`src/rtl/pause_arbiter_pkg.sv`:
```
// Shared types and default constants for the core pause arbiter.
// Latency: n/a (declarations only).
// Backpressure: n/a.
package pause_arbiter_pkg;

    // Arbiter states: running, waiting for a vblank to pause on,
    // paused (settling), paused with RAM granted to the hiscore engine.
    typedef enum logic [1:0] {
        RUN      = 2'd0,
        WAIT_VBL = 2'd1,
        PAUSED   = 2'd2,
        GRANT    = 2'd3
    } state_t;

    // 10 s of user pause at 11 MHz before the screen dims.
    localparam int unsigned DIM_TIMEOUT_DEF  = 32'h068E7780;
    // Cycles the core must sit in pause before hiscore may touch its RAM.
    localparam int unsigned SETTLE_CYC_DEF   = 4;
    // Upper bound on the vblank wait so a stalled video timing cannot block pause.
    localparam int unsigned VBL_WAIT_MAX_DEF = 200000;
    // Packed RGB width, three equal channels.
    localparam int unsigned RGB_W_DEF        = 6;

endpackage

```
`src/rtl/pause_arbiter_rgb_dimmer.sv`:
```
// RGB dimmer: registers the core RGB, halving every channel while dim is set.
// Latency: 1 clk from rgb_in/dim to rgb_out.
// Backpressure: none, streams every cycle.
// Ports: clk, reset_n (async active-low), dim, rgb_in[RGB_W], rgb_out[RGB_W].
module pause_arbiter_rgb_dimmer #(
    parameter int unsigned RGB_W = 6
) (
    input  logic             clk,
    input  logic             reset_n,
    input  logic             dim,
    input  logic [RGB_W-1:0] rgb_in,
    output logic [RGB_W-1:0] rgb_out
);

    localparam int unsigned CH_W = RGB_W / 3;

    logic [RGB_W-1:0] rgb_half;

    // Shift each channel on its own so no bit leaks into the channel below.
    always_comb begin
        rgb_half = '0;
        for (int c = 0; c < 3; c++) begin
            rgb_half[c*CH_W +: CH_W] = rgb_in[c*CH_W +: CH_W] >> 1;
        end
    end

    always_ff @(posedge clk or negedge reset_n) begin
        if (!reset_n) begin
            rgb_out <= '0;
        end else begin
            rgb_out <= dim ? rgb_half : rgb_in;
        end
    end

endmodule

```
`src/rtl/pause_arbiter.sv`:
```
// Pause arbiter: shares the core pause between user button, OSD and hiscore,
// pausing on vblank, granting hiscore RAM once settled, dimming after a timeout.
// Latency: pause 1 clk after vblank edge; grant SETTLE_CYC+1 clk after pause; RGB 1 clk.
// Backpressure: hs_req/hs_gnt handshake; a grant is held until hs_req drops.
// Ports: clk, reset_n, btn_pause, osd_status, osd_pause_en, hs_req, hs_gnt, vblank,
//        core_pause, dim, rgb_in, rgb_out, user_paused.
module pause_arbiter
    import pause_arbiter_pkg::*;
#(
    parameter int unsigned DIM_TIMEOUT  = DIM_TIMEOUT_DEF,
    parameter int unsigned SETTLE_CYC   = SETTLE_CYC_DEF,
    parameter int unsigned VBL_WAIT_MAX = VBL_WAIT_MAX_DEF,
    parameter int unsigned RGB_W        = RGB_W_DEF
) (
    input  logic             clk,
    input  logic             reset_n,
    input  logic             btn_pause,
    input  logic             osd_status,
    input  logic             osd_pause_en,
    input  logic             hs_req,
    output logic             hs_gnt,
    input  logic             vblank,
    output logic             core_pause,
    output logic             dim,
    input  logic [RGB_W-1:0] rgb_in,
    output logic [RGB_W-1:0] rgb_out,
    output logic             user_paused
);

    state_t      state;
    state_t      state_nxt;
    logic        btn_q;
    logic        vbl_q;
    logic        toggle;
    logic        btn_rise;
    logic        vbl_rise;
    logic        toggle_nxt;
    logic        want;
    logic        in_pause;
    logic [31:0] vbl_cnt;
    logic [31:0] settle_cnt;
    logic [31:0] dim_cnt;

    assign btn_rise    = btn_pause & ~btn_q;
    assign vbl_rise    = vblank & ~vbl_q;
    assign toggle_nxt  = toggle ^ btn_rise;
    assign want        = toggle | (osd_status & osd_pause_en) | hs_req;
    assign in_pause    = (state == PAUSED) || (state == GRANT);
    assign user_paused = toggle;
    assign dim         = (dim_cnt == DIM_TIMEOUT);

    always_ff @(posedge clk or negedge reset_n) begin
        if (!reset_n) begin
            btn_q  <= 1'b0;
            vbl_q  <= 1'b0;
            toggle <= 1'b0;
            state  <= RUN;
        end else begin
            btn_q  <= btn_pause;
            vbl_q  <= vblank;
            toggle <= toggle_nxt;
            state  <= state_nxt;
        end
    end

    // Resume is unaligned: leaving PAUSED drops core_pause in the same cycle
    // want falls. GRANT ignores want entirely so a grant cannot be revoked.
    always_comb begin
        state_nxt  = state;
        core_pause = 1'b0;
        hs_gnt     = 1'b0;
        case (state)
            RUN: begin
                if (want) state_nxt = WAIT_VBL;
            end
            WAIT_VBL: begin
                if (!want) begin
                    state_nxt = RUN;
                end else if (vbl_rise || (vbl_cnt == VBL_WAIT_MAX - 1)) begin
                    state_nxt = PAUSED;
                end
            end
            PAUSED: begin
                core_pause = want;
                if (!want) begin
                    state_nxt = RUN;
                end else if (hs_req && (settle_cnt == SETTLE_CYC)) begin
                    state_nxt = GRANT;
                end
            end
            GRANT: begin
                core_pause = 1'b1;
                hs_gnt     = 1'b1;
                if (!hs_req) state_nxt = PAUSED;
            end
            default: state_nxt = RUN;
        endcase
    end

    // Settle count survives GRANT->PAUSED so back-to-back hiscore requests
    // are granted after one cycle; only a real resume restarts it.
    always_ff @(posedge clk or negedge reset_n) begin
        if (!reset_n) begin
            vbl_cnt    <= '0;
            settle_cnt <= '0;
        end else begin
            if (state == WAIT_VBL) begin
                vbl_cnt <= vbl_cnt + 32'd1;
            end else begin
                vbl_cnt <= '0;
            end
            if (in_pause) begin
                if (settle_cnt < SETTLE_CYC) settle_cnt <= settle_cnt + 32'd1;
            end else begin
                settle_cnt <= '0;
            end
        end
    end

    // Dim timer follows the user toggle only; it clears on the same edge
    // that turns the toggle off so the undim is immediate.
    always_ff @(posedge clk or negedge reset_n) begin
        if (!reset_n) begin
            dim_cnt <= '0;
        end else if (!toggle_nxt) begin
            dim_cnt <= '0;
        end else if (toggle && in_pause && (dim_cnt != DIM_TIMEOUT)) begin
            dim_cnt <= dim_cnt + 32'd1;
        end
    end

    pause_arbiter_rgb_dimmer #(
        .RGB_W (RGB_W)
    ) u_dimmer (
        .clk     (clk),
        .reset_n (reset_n),
        .dim     (dim),
        .rgb_in  (rgb_in),
        .rgb_out (rgb_out)
    );

endmodule

```
`config.mk`:
```
export PLATFORM = sky130hd
export DESIGN_NAME = pause_arbiter
export DESIGN_NICKNAME = d
export VERILOG_FILES = /design/src/rtl/pause_arbiter_pkg.sv /design/src/rtl/pause_arbiter_rgb_dimmer.sv /design/src/rtl/pause_arbiter.sv
export SDC_FILE = /design/constraint.sdc
export NUM_CORES = 1
export LEC_CHECK = 0
export BUFFER_PORTS_ARGS = -buffer_cell sky130_fd_sc_hd__buf_4
export CAP_MARGIN = 15
export CORE_ASPECT_RATIO = 0.9
export CORE_MARGIN = 4
export CORE_UTILIZATION = 60
export CTS_BUF_LIST = sky130_fd_sc_hd__clkbuf_16
export CTS_CLUSTER_DIAMETER = 120
export DETAILED_ROUTE_END_ITERATION = 6
export PLACE_DENSITY = 0.89
export SLEW_MARGIN = 20
export SYNTH_ARGS = -nofsm -noshare
export SYNTH_HDL_FRONTEND = slang
export SYNTH_SLANG_ARGS = --single-unit
export TNS_END_PERCENT = 10
```
`constraint.sdc`:
```
create_clock -name clk -period 2.3 [get_ports clk]
set_input_delay 0.345 -clock clk [delete_from_list [all_inputs] [get_ports clk]]
set_output_delay 0.345 -clock clk [all_outputs]
set_load 0.01 [all_outputs]
```
==> reports/results.ini <==
[finish]
layout-area-overhead-vs-synth_pct = 13.53
num-nets-final = 531
fillCellCount = 545
layout-drive-gt1-share = 0.1274
post_layout_nonfiller_instances = 617
insertedDiodeCount = 0

[synth]
synth_top_cell_area_share = 0.5373
synthMostInstantiatedCell = dfrtp_1
synthTopCellsByArea = dfrtp_1 (54%), and2_1 (4.8%), xnor2_1 (4.6%)
synth_top_flop_cell = dfrtp_1
synth_common_cells = dfrtp_1 (107), nor2_1 (46), and2_1 (38)
synth_edf_count = 0
syn_inst = 481
synth.largest_area_cell = dfrtp_1
yosysUniqueCellTypes = 46
synth-seq-cells = 107
synth-warning-count = 0
synth_sequential_area_ratio = 0.5373
async_reset_ff_frac = 1.000
mappedNetlistNets = 499
avgSynthCellArea_um2 = 10.36
cell_area_after_technology_mapping_um2 = 4984

[sta]
max_slew_margin = 0.6587
setup_viol = 0
period_needed_ns = 2.200
final_hold_fails = 0
timing_max_transition_violations_final = 0
fin_worst_skew_ns = 0.007882
max_slew.worst_pin.slew_ns = 0.5119
max_clock_freq_ghz = 0.4545
final_period_util = 0.9566
setup_total_negative_slack_ns = 0
setup_repair_after_global_routing_missed_its_margin = false

[floorplan]
core_region_area_um2 = 8068
placement_rows = 31
initial_utilization = 0.6177
floorplan.die.height_um = 94.46
die-area_um2 = 9830
num_io_pins = 23
fp.dieW_um = 104.1

[pwr]
total_leakage_power_nw = 2.454
switching_share = 0.2749
pwr-share-clk = 0.366
share_seq_of_total_power = 0.466
p_sw_mw = 1.219
power_density_nw_per_um2 = 783.8
internal_power_mw = 3.215
combinationalPowerShare = 0.169
vdd_ir_drop_max_v = 0.0005482

[clocking]
cts_made_buffers = 9
tritoncts = done
ctsHtreeMaxLevel = 3
cts_root_buffer_type = clkbuf_16
clock_tree.buffer_depth = 2
worst_skew_pair.late_latency_ns = 0.34
clkTransAtPathRegs_ns = 0.07
cts_sinks = 107

[detailed_routing]
number_of_drc_markers_in_iteration_0 = 342
routed_wirelength_mm = 10.45
ant_nets_after_route = 0
residual_drc = 0
drt-pass1-iter-count = 7
viasPerCell = 6.196
dr_total_vias = 3823
post_drt_wl_per_cell_um = 16.93

[placed_design]
port_buffers = 22
place.detailed.instances = 598
last_weighted_congestion_value_of_the_routability_driven_placer = 0.9068
hpwl_dp_mm = 7.048

[global_routing]
largest_net_degree_at_the_start_of_global_routing = 50
overflow = 0
grt_pass1_vias = 3824
antenna_found_initial = 0
overall_routing_resource_usage = 0.2251
first_pass_grt_wire_length_mm = 17.90

[setup_path]
crit_type = flip-flop to flip-flop
cp-end-kind = flip-flop
worstPathCellList = nor4b_1, nand4_1, buf_4, o31ai_4, mux2_1, a31o_1
cpPeakStageDelay_ns = 0.43
start_kind = flip-flop
worst_path_required_ns = 2.54
worst-endpoint-arrival_ns = 2.44
worst-path-max-fanout = 4
critical-path-slowest-cell = dfrtp_1
cp-startpoint = dim_cnt[24]
ff_to_ff_start = dim_cnt[24]

[job]
drv.max_cap_violation_count = 0

[min_path]
min_from = vblank
min-delay-path-class = primary input to flip-flop

[status]
status = completed

-- logic make-up (layout without fill, tap and decap cells) --
family / after synthesis / in the layout / synth area share
AOI/OAI and AO/OA: 45 / 45 / 0.05724
and+or+nand+nor: 248 / 248 / 0.2820
muxes: 6 / 6 / 0.01331
adders and majority gates: 5 / 5 / 0.01255
DFF: 107 / 107 / 0.5373
xor gates and xnor gates: 44 / 44 / 0.07733
buffers and inverters: 26 / 63 / 0.02033
-- sequential cells by signal, indices dropped and copies added, names as in the netlist --
signal	count
user_paused	1
dim_cnt	32
settle_cnt	32
state	2
btn_q	1
u_dimmer.rgb_out	6
vbl_cnt	32
vbl_q	1
-- layout make-up --
cell class	instances	area (µm²)	area share
Clock buffer	9	225.2	0.03981
Clock inverter	7	91.34	0.01614
Tap cell	99	123.9	0.02189
Timing Repair Buffer	35	277.8	0.04909
Multi-Input combinational cell	348	2217	0.3919
Inverter	12	45.04	0.007961
Sequential cell	107	2678	0.4732
-- worst paths after layout --
path,to,slack (ns),cells after the start
max,dim_cnt[1],0.1,6
min,vbl_q,0.12,1
max reg2reg,dim_cnt[1],0.1,6
min reg2reg,vbl_cnt[0],0.45,1
max in group asynchronous,dim_cnt[31],1.11,3
min in group asynchronous,vbl_cnt[8],0.52,2
-- cells in the final DEF, fill, tap and decap left out, drive strengths merged, types with 2 or more instances in the layout --
cell type,netlist,layout
a21oi,17,17
and2,38,38
and3,10,10
and4,8,8
buf,4,34
bufinv,0,2
clkbuf,10,9
clkinv,0,4
dfrtp,107,107
ha,5,5
inv,12,13
mux2,5,5
nand2,27,27
nand2b,3,3
nand3,22,22
nand4,25,25
nor2,47,47
nor2b,7,7
nor3,14,14
nor4,21,21
nor4b,2,2
o211ai,5,5
o21ai,11,11
o22ai,2,2
o31ai,4,4
or2,2,2
or3,12,12
or4,8,8
xnor2,26,26
xor2,18,18
-- power by group through the flow --
stage,combinational (mW),sequential [mW],clock [mW]
after floorplan,0.472,2.05,0
after global placement,0.706,2.08,0
after detailed placement,0.733,2.09,0
after CTS,0.743,2.06,1.64
after global routing,0.834,2.08,1.72
final,0.747,2.07,1.62
-- worst max-delay path: cells and delay by family, from the launching register on --
| kind | cells | cell delay [ns] |
|---|---|---|
| muxes | 1 | 0.36 |
| and+or+nand+nor | 2 | 0.62 |
| AOI/OAI and AO/OA | 2 | 0.47 |
| DFF | 1 | 0.43 |
| buffers and inverters | 1 | 0.22 |
-- per-stage QoR --
step	util	cell area, µm²	power (mW)	setup slack, ns	hold WS (ns)
after floorplan	-	4984	2.526	0.3533	0.04941
after global placement	0.6583	5311	2.789	0.2353	0.3449
after detailed placement	0.6583	5311	2.828	0.1365	0.3649
after CTS	0.7007	5653	4.448	0.1250	0.1136
after global routing	0.7013	5658	4.627	0.03849	0.1123
final	0.7013	5658	4.435	0.09980	0.1226
-- layer usage --
| metal | track usage | wire length (µm) | up-vias |
|---|---|---|---|
| li1 | - | - | 1752 |
| met1 | 0.2869 | 4486 | 1890 |
| met2 | 0.3837 | 5122 | 161 |
| met3 | 0.04921 | 672 | 20 |
| met4 | 0.08416 | 166 | 0 |
| met5 | 0 | 0 | - |
-- what timing repair did --
action                                  CTS  global route
endpoints found under the setup margin    1             3
hold endpoints to repair                 28             0
pin swaps                                 1             0
hold buffers                              1             0
resized for setup                         0             1
buffers inserted                          2             0
gates cloned                              0             0
Power figures use the tool's default switching activity.
